<file path="src/rtl/dcnn_pkg.sv">
// rtl/dcnn_pkg.sv - shared types and helpers for the dcnn stage-1 ingress
package dcnn_pkg;

  typedef enum logic [1:0] {IDLE, CFG, KLOAD, RUN} s1_ingress_state_t;

  function automatic int fifo_ptr_w(input int depth);
    return (depth > 1) ? $clog2(depth) : 1;
  endfunction

endpackage

</file>
<file path="src/rtl/dcnn_lane_fifo.sv">
// rtl/dcnn_lane_fifo.sv - per-lane FIFO with occupancy count and synchronous flush
module dcnn_lane_fifo
  import dcnn_pkg::*;
#(
  parameter int DW = 32,
  parameter int FIFO_DEPTH = 4,
  localparam int PW = fifo_ptr_w(FIFO_DEPTH)
) (
  input  logic          clk,
  input  logic          arst,
  input  logic          flush,
  input  logic          push,
  input  logic [DW-1:0] push_data,
  input  logic          pop,
  output logic [DW-1:0] pop_data,
  output logic [PW:0]   count,
  output logic          empty
);

  logic [DW-1:0] mem [FIFO_DEPTH];
  logic [PW-1:0] wr_ptr, rd_ptr;
  logic          full, wr_en, rd_en;

  assign full     = (count == (PW+1)'(FIFO_DEPTH));
  assign empty    = (count == '0);
  assign rd_en    = pop & ~empty;
  // A full FIFO may still take a push in the same cycle it is popped.
  assign wr_en    = push & (~full | rd_en);
  assign pop_data = mem[rd_ptr];

  always_ff @(posedge clk or posedge arst) begin
    if (arst) begin
      wr_ptr <= '0;
      rd_ptr <= '0;
      count  <= '0;
    end else if (flush) begin
      wr_ptr <= '0;
      rd_ptr <= '0;
      count  <= '0;
    end else begin
      if (wr_en) wr_ptr <= wr_ptr + PW'(1);
      if (rd_en) rd_ptr <= rd_ptr + PW'(1);
      count <= count + {{PW{1'b0}}, wr_en} - {{PW{1'b0}}, rd_en};
    end
  end

  always_ff @(posedge clk) begin
    if (wr_en && !flush) mem[wr_ptr] <= push_data;
  end

endmodule

</file>
<file path="src/rtl/dcnn_s1_ingress.sv">
// rtl/dcnn_s1_ingress.sv - stage-1 lane-aligned ingress and phase sequencer (DCNN_S1_INGRESS_PERF_EN adds stall counters)
module dcnn_s1_ingress
  import dcnn_pkg::*;
#(
  parameter int DW = 32,
  parameter int LANES = 2,
  parameter int FIFO_DEPTH = 4,
  parameter int K_BITS = 4,
  parameter int M_BITS = 10
) (
  input  logic                clk,
  input  logic                arst,
  input  logic                start,
  input  logic                abort,
  input  logic [K_BITS-1:0]   k_size,
  input  logic [M_BITS-1:0]   m_size,
  input  logic [M_BITS-1:0]   n_rows,
  input  logic [LANES-1:0]    img_vld,
  input  logic [LANES*DW-1:0] img_data,
  output logic [LANES-1:0]    img_rdy,
  output logic                chain_cfg,
  input  logic                chain_cfg_done,
  output logic                kernel_load,
  output logic [LANES-1:0]    chain_vld,
  output logic [LANES*DW-1:0] chain_data,
  input  logic                chain_stall,
  output logic                row_done,
  output logic                frame_done,
  output logic                busy
`ifdef DCNN_S1_INGRESS_PERF_EN
  ,
  output logic [31:0]         stall_cycles,
  output logic [LANES-1:0]    lane_starve
`endif
);

  localparam int CW = fifo_ptr_w(FIFO_DEPTH);
  localparam int KW = 2 * K_BITS;

  s1_ingress_state_t   state;
  logic [K_BITS-1:0]   k_cap;
  logic [M_BITS-1:0]   m_cap, n_cap, col, row;
  logic [KW-1:0]       kcnt, k_sq;
  logic [LANES-1:0]    lane_empty;
  logic [CW:0]         lane_count [LANES];
  logic [LANES*DW-1:0] pop_bus;
  logic                all_ready, run_ok, go, pop;

  for (genvar i = 0; i < LANES; i++) begin : g_lane
    dcnn_lane_fifo #(.DW(DW), .FIFO_DEPTH(FIFO_DEPTH)) u_fifo (
      .clk       (clk),
      .arst      (arst),
      .flush     (abort),
      .push      (img_vld[i] & img_rdy[i]),
      .push_data (img_data[i*DW +: DW]),
      .pop       (pop),
      .pop_data  (pop_bus[i*DW +: DW]),
      .count     (lane_count[i]),
      .empty     (lane_empty[i])
    );
    assign img_rdy[i] = (lane_count[i] < (CW+1)'(FIFO_DEPTH));
  end

  assign k_sq      = KW'(k_cap) * KW'(k_cap);
  assign all_ready = &(~lane_empty);
  assign run_ok    = (m_cap != '0) && (n_cap != '0);
  // A degenerate frame must not consume beats on its way back to IDLE.
  assign go        = !chain_stall && all_ready && ((state == KLOAD) || (state == RUN && run_ok));
  assign pop       = go & ~abort;
  assign busy      = (state != IDLE);

  always_ff @(posedge clk or posedge arst) begin
    if (arst) begin
      state       <= IDLE;
      k_cap       <= '0;
      m_cap       <= '0;
      n_cap       <= '0;
      kcnt        <= '0;
      col         <= '0;
      row         <= '0;
      chain_cfg   <= 1'b0;
      kernel_load <= 1'b0;
      chain_vld   <= '0;
      chain_data  <= '0;
      row_done    <= 1'b0;
      frame_done  <= 1'b0;
    end else begin
      chain_vld   <= {LANES{pop}};
      kernel_load <= pop && (state == KLOAD);
      if (pop) chain_data <= pop_bus;
      row_done    <= 1'b0;
      frame_done  <= 1'b0;
      if (abort) begin
        state     <= IDLE;
        kcnt      <= '0;
        col       <= '0;
        row       <= '0;
        chain_cfg <= 1'b0;
      end else begin
        case (state)
          IDLE: if (start) begin
            k_cap     <= k_size;
            m_cap     <= m_size;
            n_cap     <= n_rows;
            chain_cfg <= 1'b1;
            state     <= CFG;
          end
          CFG: if (chain_cfg_done) begin
            chain_cfg <= 1'b0;
            state     <= (k_cap == '0) ? RUN : KLOAD;
          end
          KLOAD: if (pop) begin
            if (kcnt == k_sq - KW'(1)) begin
              kcnt  <= '0;
              state <= RUN;
            end else begin
              kcnt <= kcnt + KW'(1);
            end
          end
          RUN: if (!run_ok) begin
            state      <= IDLE;
            frame_done <= 1'b1;
          end else if (pop) begin
            if (col == m_cap - M_BITS'(1)) begin
              col      <= '0;
              row_done <= 1'b1;
              if (row == n_cap - M_BITS'(1)) begin
                row        <= '0;
                state      <= IDLE;
                frame_done <= 1'b1;
              end else begin
                row <= row + M_BITS'(1);
              end
            end else begin
              col <= col + M_BITS'(1);
            end
          end
          default: state <= IDLE;
        endcase
      end
    end
  end

`ifdef DCNN_S1_INGRESS_PERF_EN
  always_ff @(posedge clk or posedge arst) begin
    if (arst) begin
      stall_cycles <= '0;
      lane_starve  <= '0;
    end else begin
      lane_starve <= lane_empty;
      if (state == IDLE && start && !abort)
        stall_cycles <= '0;
      else if ((state == KLOAD || state == RUN) && !go && (chain_stall || !all_ready)
               && stall_cycles != '1)
        stall_cycles <= stall_cycles + 32'd1;
    end
  end
`endif

endmodule

</file>
<file path="config.mk">
export PLATFORM = sky130hd
export DESIGN_NAME = dcnn_s1_ingress
export DESIGN_NICKNAME = d
export VERILOG_FILES = /design/src/rtl/dcnn_pkg.sv /design/src/rtl/dcnn_lane_fifo.sv /design/src/rtl/dcnn_s1_ingress.sv
export SDC_FILE = /design/constraint.sdc
export NUM_CORES = 1
export LEC_CHECK = 0
export ABC_AREA = 0
export ABC_CLOCK_PERIOD_IN_PS = 4900
export CAP_MARGIN = 20
export CORE_MARGIN = 1
export CORE_UTILIZATION = 57
export CTS_CLUSTER_DIAMETER = 50
export DETAILED_ROUTE_END_ITERATION = 6
export PLACE_DENSITY = 0.8
export REMOVE_ABC_BUFFERS = 1
export SETUP_SLACK_MARGIN = 0.3
export SKIP_CTS_REPAIR_TIMING = 1
export SLEW_MARGIN = 25
export SYNTH_ARGS = -nofsm -noshare
export SYNTH_HDL_FRONTEND = slang
export SYNTH_SLANG_ARGS = --single-unit
</file>
<file path="constraint.sdc">
create_clock -name clk -period 4.9 [get_ports clk]
set_clock_uncertainty 0.1 [all_clocks]
set_input_delay 0.49 -clock clk [delete_from_list [all_inputs] [get_ports clk]]
set_output_delay 0.49 -clock clk [all_outputs]
set_load 0.01 [all_outputs]
</file>
---- Word level (Yosys, flattened, before mapping) ----
Memories as Yosys holds them, arrays and structs flattened. A register that Yosys moved wholly into a read port is not among the register bits.
Index checks and enable logic that the tools add are counted.
cells by class
  add/subtract/negate cells ............... 14
  multipliers ............................. 1
  magnitude comparators ................... 2
  equal/unequal tests ..................... 15
  mux-type cells .......................... 55
  bitwise logic cells ..................... 15
  reduce and logical (&&, ||, !) cells .... 34
operators with widths
  cell                   number
  $mux 10                11
  $mux 2                 17
  $mux 8                 4
  $add 10x1->10 const B  2
  $eq 10x10->1           2
  $reduce_bool 10->1     2
  $reduce_bool 2->1      10
  $sub 10x1->10 const B  2
  $mux 1                 19
  $ne 4x3->1 const B     3
  $reduce_and 3->1       3
  $add 2x1->2 const B    4
  $add 8x1->8 const B    1
  $eq 8x8->1             1
  $mul 4x4->8            1
  $pmux 2 s4             1
  $sub 8x1->8 const B    1
  $and 1x1->1            7
  $logic_and 1x1->1      7
  $reduce_and 7->1       1
  $add 3x1->3            2
  $eq 3x3->1 const B     2
  $logic_not 3->1        2
  $lt 3x3->1 const B     2
  17 further kinds       29
word-level totals
  register bits after elaboration ......... 73
  bits in writable memories ............... 256
  input port bits ......................... 96
  output and inout port bits .............. 73
  logic and storage cells ................. 156
  memories ................................ 2
memories
  name                  depth  bits a word  read ports  clocked after Yosys merged registers in  write ports  line                  text
  g_lane[0].u_fifo.mem  4      32           1           1                                        1            dcnn_lane_fifo.sv:20  logic [DW-1:0] mem [FIFO_DEPTH];
  g_lane[1].u_fifo.mem  4      32           1           1                                        1            dcnn_lane_fifo.sv:20

---- Depth between registers and ports, before layout ----
  depth after elaboration ................. 12
  gate-level depth with buffers ........... 17
  depth with buffers taken out ............ 14

---- Modules after synthesis ----
A second synthesis with hierarchy kept.
unflattened totals
  cell total of the unflattened synthesis .. 991
  area total of the unflattened synthesis .. 16658.5 um2
by module, submodules not included
  module                              instances  cells an instance  area an instance (um2)  sequential area each (um2)
  dcnn_s1_ingress                     1          562                6342.3                  3078.0
  dcnn_lane_fifo at g_lane[0].u_fifo  1          216                5206.2                  4018.9
  dcnn_lane_fifo at g_lane[1].u_fifo  1          213                5109.9                  4018.9

---- Worst setup path after synthesis ----
Ideal clock, no wire load.
  path kind ............................... reg2reg
  start ................................... reg k_cap[1]
  end ..................................... reg state[0]
  arrival ................................. 3.545 ns
  required time ........................... 4.717 ns
  slack ................................... 1.172 ns
  cell stages (with the launch flop) ...... 16
  period minus slack after synthesis ...... 3.728 ns
  cells stage by stage .................... dfrtp_1 > clkbuf_1 > inv_1 > nor3_1 > a21oi_1 > mux2i_1 > xnor2_1 > ha_1 > ha_1 > or2_2 > a31oi_1 > mux2_2 > nor4_1 > a31oi_1 > or3_1 > o21ai_0
between the ends
  longest elaborated chain between the ends .. 5
ends and longest elaborated chain
  item                                                         line                                            text
  start, declared                                              dcnn_s1_ingress.sv:41                           logic [K_BITS-1:0] k_cap;
  start signal, assigned                                       dcnn_s1_ingress.sv:102                          k_cap <= k_size;
  $mul 4x4->8 or $logic_not 4->1 (tied branches)               dcnn_s1_ingress.sv:64, dcnn_s1_ingress.sv:110
  $sub 8x1->8 or $mux 1 (tied branches)                        dcnn_s1_ingress.sv:113, dcnn_s1_ingress.sv:110
  $eq 8x8->1 or $mux 2 (tied branches)                         dcnn_s1_ingress.sv:113, dcnn_s1_ingress.sv:108
  $ne 3x2->1 (no source line) or $pmux 2 s4 (tied branches)    --
  $reduce_and 7->1 (no source line) or $mux 2 (tied branches)  --
  end signal, assigned                                         dcnn_s1_ingress.sv:110                          state <= (k_cap == '0) ? RUN : KLOAD;
  end, declared                                                dcnn_s1_ingress.sv:40                           s1_ingress_state_t state;
Parallel ways exist; a longest one is shown, timed or not. The select of a mux whose other input is x is not followed.
A chain may end at the register's enable or synchronous reset.

---- Final worst setup path ----
Ends and elaborated chain as after synthesis.

==> flow_summary.toml <==
[worst_setup_path]
worst-path-buf-inv = 1
start_kind = "flip-flop"
path_max_fanout = 8
r2r-end = "state[0]"
reg2reg_from = "k_cap[1]"
setup.worst_path.class = "reg -> reg"
crit_start = "k_cap[1]"
cp-end-kind = "flip-flop"
cp_slowest_cell = "dfrtp_1"
required_ps = 5240
slowest_delay_ps = 490
reg2reg_depth = 14
r2r_slack_ps = 890
path_delay_family = "simple AND/OR/NAND/NOR gates"
arrival_ps = 4350
worstPathCellList = "inv_1, nor3_1, a21oi_1, mux2i_1, xnor2_1, ha_1, ha_1, or2_2, a31oi_1, mux2_2, nor4_1, a31oi_1, or3_1, o21ai_0"

[final_layout]
nNetsFinal = 1307
drive_above_1_share_pct = 21.37
multi_input_area_um2 = 5106
fin_util_pct = 70.98
final_cells = 1590
diodes = 0
seqCellArea_um2 = 11120
area_delta_synth_final_pct = 20.90
fin_area_um2 = 19990
mostFrequentLayoutCell = "edfxtp_1"
final_cell_mix = "edfxtp_1, clkdlybuf4s50_1, dfrtp_1, mux2_2, mux4_2"
fillCellCount = 1754

[placement]
portBuffers = 168
gp_congestion = 0.8368
placed_cell_area_um2 = 18660
dp_cells = 1512
dpl.hpwl_mm = 19.83

[routing]
vias = 9174
drt_wl_total_mm = 31.81
first_pass_iters = 5
antenna_left = 0
via_per_inst = 5.770
drt_iter0_markers = 469
drt-wirelength-per-cell_um = 20.00
drcViolationCount = 0

[sta]
rsz0062_at_grt = "false"
worst_slew_pin_slew_ps = 977.5
period_share_pct = 81.90
hold_viol = 0
min_period_ps = 4013
slew_headroom_pct = 34.84
drv_slew = 0
fmax_mhz = 249.2
setup_violations = 0

[synthesis]
synth_top_area_share_pct = 46.49
ys_seq_area_share_pct = 67.22
async_reset_ff_share_pct = 34.86
ys.flop_type = "edfxtp_1"
synthDistinctLibCells = 74
synth-edff-count = 256
synth.area.top_cells = "edfxtp_1, dfrtp_1, mux4_2, mux2_2, ha_1"
yosysTopAreaCell = "edfxtp_1"
postSynthAreaPerCell_um2 = 16.72
yosys_warnings = 0
syn_area_um2 = 16540
ys_ff_latch = 393
synthCells = 989

[grt]
grt_antenna_before_repair = 3
grt.overflow.total = 0
grt_max_degree = 82
grt_usage_pct = 22.44
grt_pass1_wl_mm = 50.60
grt_pass1_vias = 9624

[clock_network]
clkLatencyLatePin_ps = 540
clkSlewWorstSetupHoldPaths_ps = 50
cts_root_buf = "clkbuf_16"
cts_buffer_depth = 3
tritoncts = "done"
numClockSinks = 393
ctsHtreeMaxLevel = 2
numCtsBuffers = 42

[die]
die_w_um = 172.3
start_util_pct = 58.71
die_h_um = 172.3
fp.dieArea_um2 = 29700
rows = 61
pin_count = 169
core-area_um2 = 28160

[min_path]
min-delay-start = "chain_data[47]"
min_path_type = "reg -> reg"
timing.hold.worst_path_depth = 1
whs_endpoint = "chain_data[47]"

[pwr]
peakVddDrop_uv = 387.3
leakagePower_nw = 7.442
power_density_nw_per_um2 = 492.9

[job]
max_cap_violations = 0

[run_status]
status = "finished clean"
-- power breakdown --
part / switching (mW) / internal [mW]
clock: 1.24 / 1.75
combinational: 1.15 / 1.31
sequential: 0.386 / 4.03
total: 2.78 / 7.08
-- flip-flops by register name (all words and copies together), names as in the netlist --
name	flops
chain_data	64
g_lane.u_fifo.wr_ptr	4
n_cap	10
m_cap	10
row_done	1
col	10
g_lane.u_fifo.rd_ptr	4
chain_vld	1
k_cap	4
g_lane.u_fifo.mem	256
chain_cfg	1
row	10
g_lane.u_fifo.count	6
kernel_load	1
frame_done	1
state	2
kcnt	8
-- logic make-up (layout without fill, tap and decap cells) --
kind of cell    count (synthesis)  in the layout  share of synthesized area (%)
compound gates                 96             96                          4.328
xor+xnor                       47             47                          2.618
fa+ha+maj                      33             33                          2.588
buf+inv                        78            301                          1.967
flops                         393            393                          67.22
mux                           158            158                          15.10
simple gates                  184            184                          6.182
-- synthesized netlist by cell type, drive strengths merged, types with 15 or more instances --
cell	instances
a21oi	21
buf	18
clkbuf	24
dfrtp	137
edfxtp	256
ha	31
inv	36
mux2	91
mux4	64
nand2	37
nand3	17
nor2	46
nor3	15
xnor2	28
xor2	18
-- how the worst max path moves through the flow --
stage	end	slack, ps	depth (start not counted)
6_report	state[0]	890	14
5_1_grt	state[0]	710	14
4_1_cts	state[0]	890	14
3_5_place_dp	state[0]	910	14
3_3_place_gp	state[0]	1050	13
2_1_floorplan	g_lane[1].u_fifo.count[2]	-1250	13
-- metal layers --
metal,part of all wire (%),global-route usage (%),routed length (µm)
met2,50,38.73,16020
met1,42,28.55,13230
met5,0.13,0,41
met3,6.2,5.219,1965
met4,1.7,6.041,545
-- layout make-up --
| cell class | count | area share (%) |
|---|---|---|
| Inverter | 36 | 0.7010 |
| Multi-Input combinational cell | 518 | 25.54 |
| Tap cell | 378 | 2.366 |
| Timing Repair Buffer | 187 | 9.125 |
| Clock inverter | 17 | 0.7323 |
| Clock buffer | 61 | 5.921 |
| Sequential cell | 393 | 55.61 |
-- worst reg2reg max path, delay by kind of cell, from the launching register on --
family / cells / cell delay (ps)
simple gates: 4 / 1310
xor+xnor: 1 / 140
flops: 1 / 490
compound gates: 4 / 610
mux: 2 / 560
buf+inv: 1 / 130
fa+ha+maj: 2 / 590
-- metrics by stage --
stage	hold WS, ps	setup WS, ps	power, mW	TNS (ps)
floorplan	400.3	-1254	5.943	-24860
global placement	390.5	1047	6.812	0
finish	404.2	886.9	9.855	0
global route	421.3	714.1	10.36	0
CTS	408.6	888.7	9.938	0
detailed placement	395.3	907.2	6.913	0
Power figures use the tool's default switching activity.
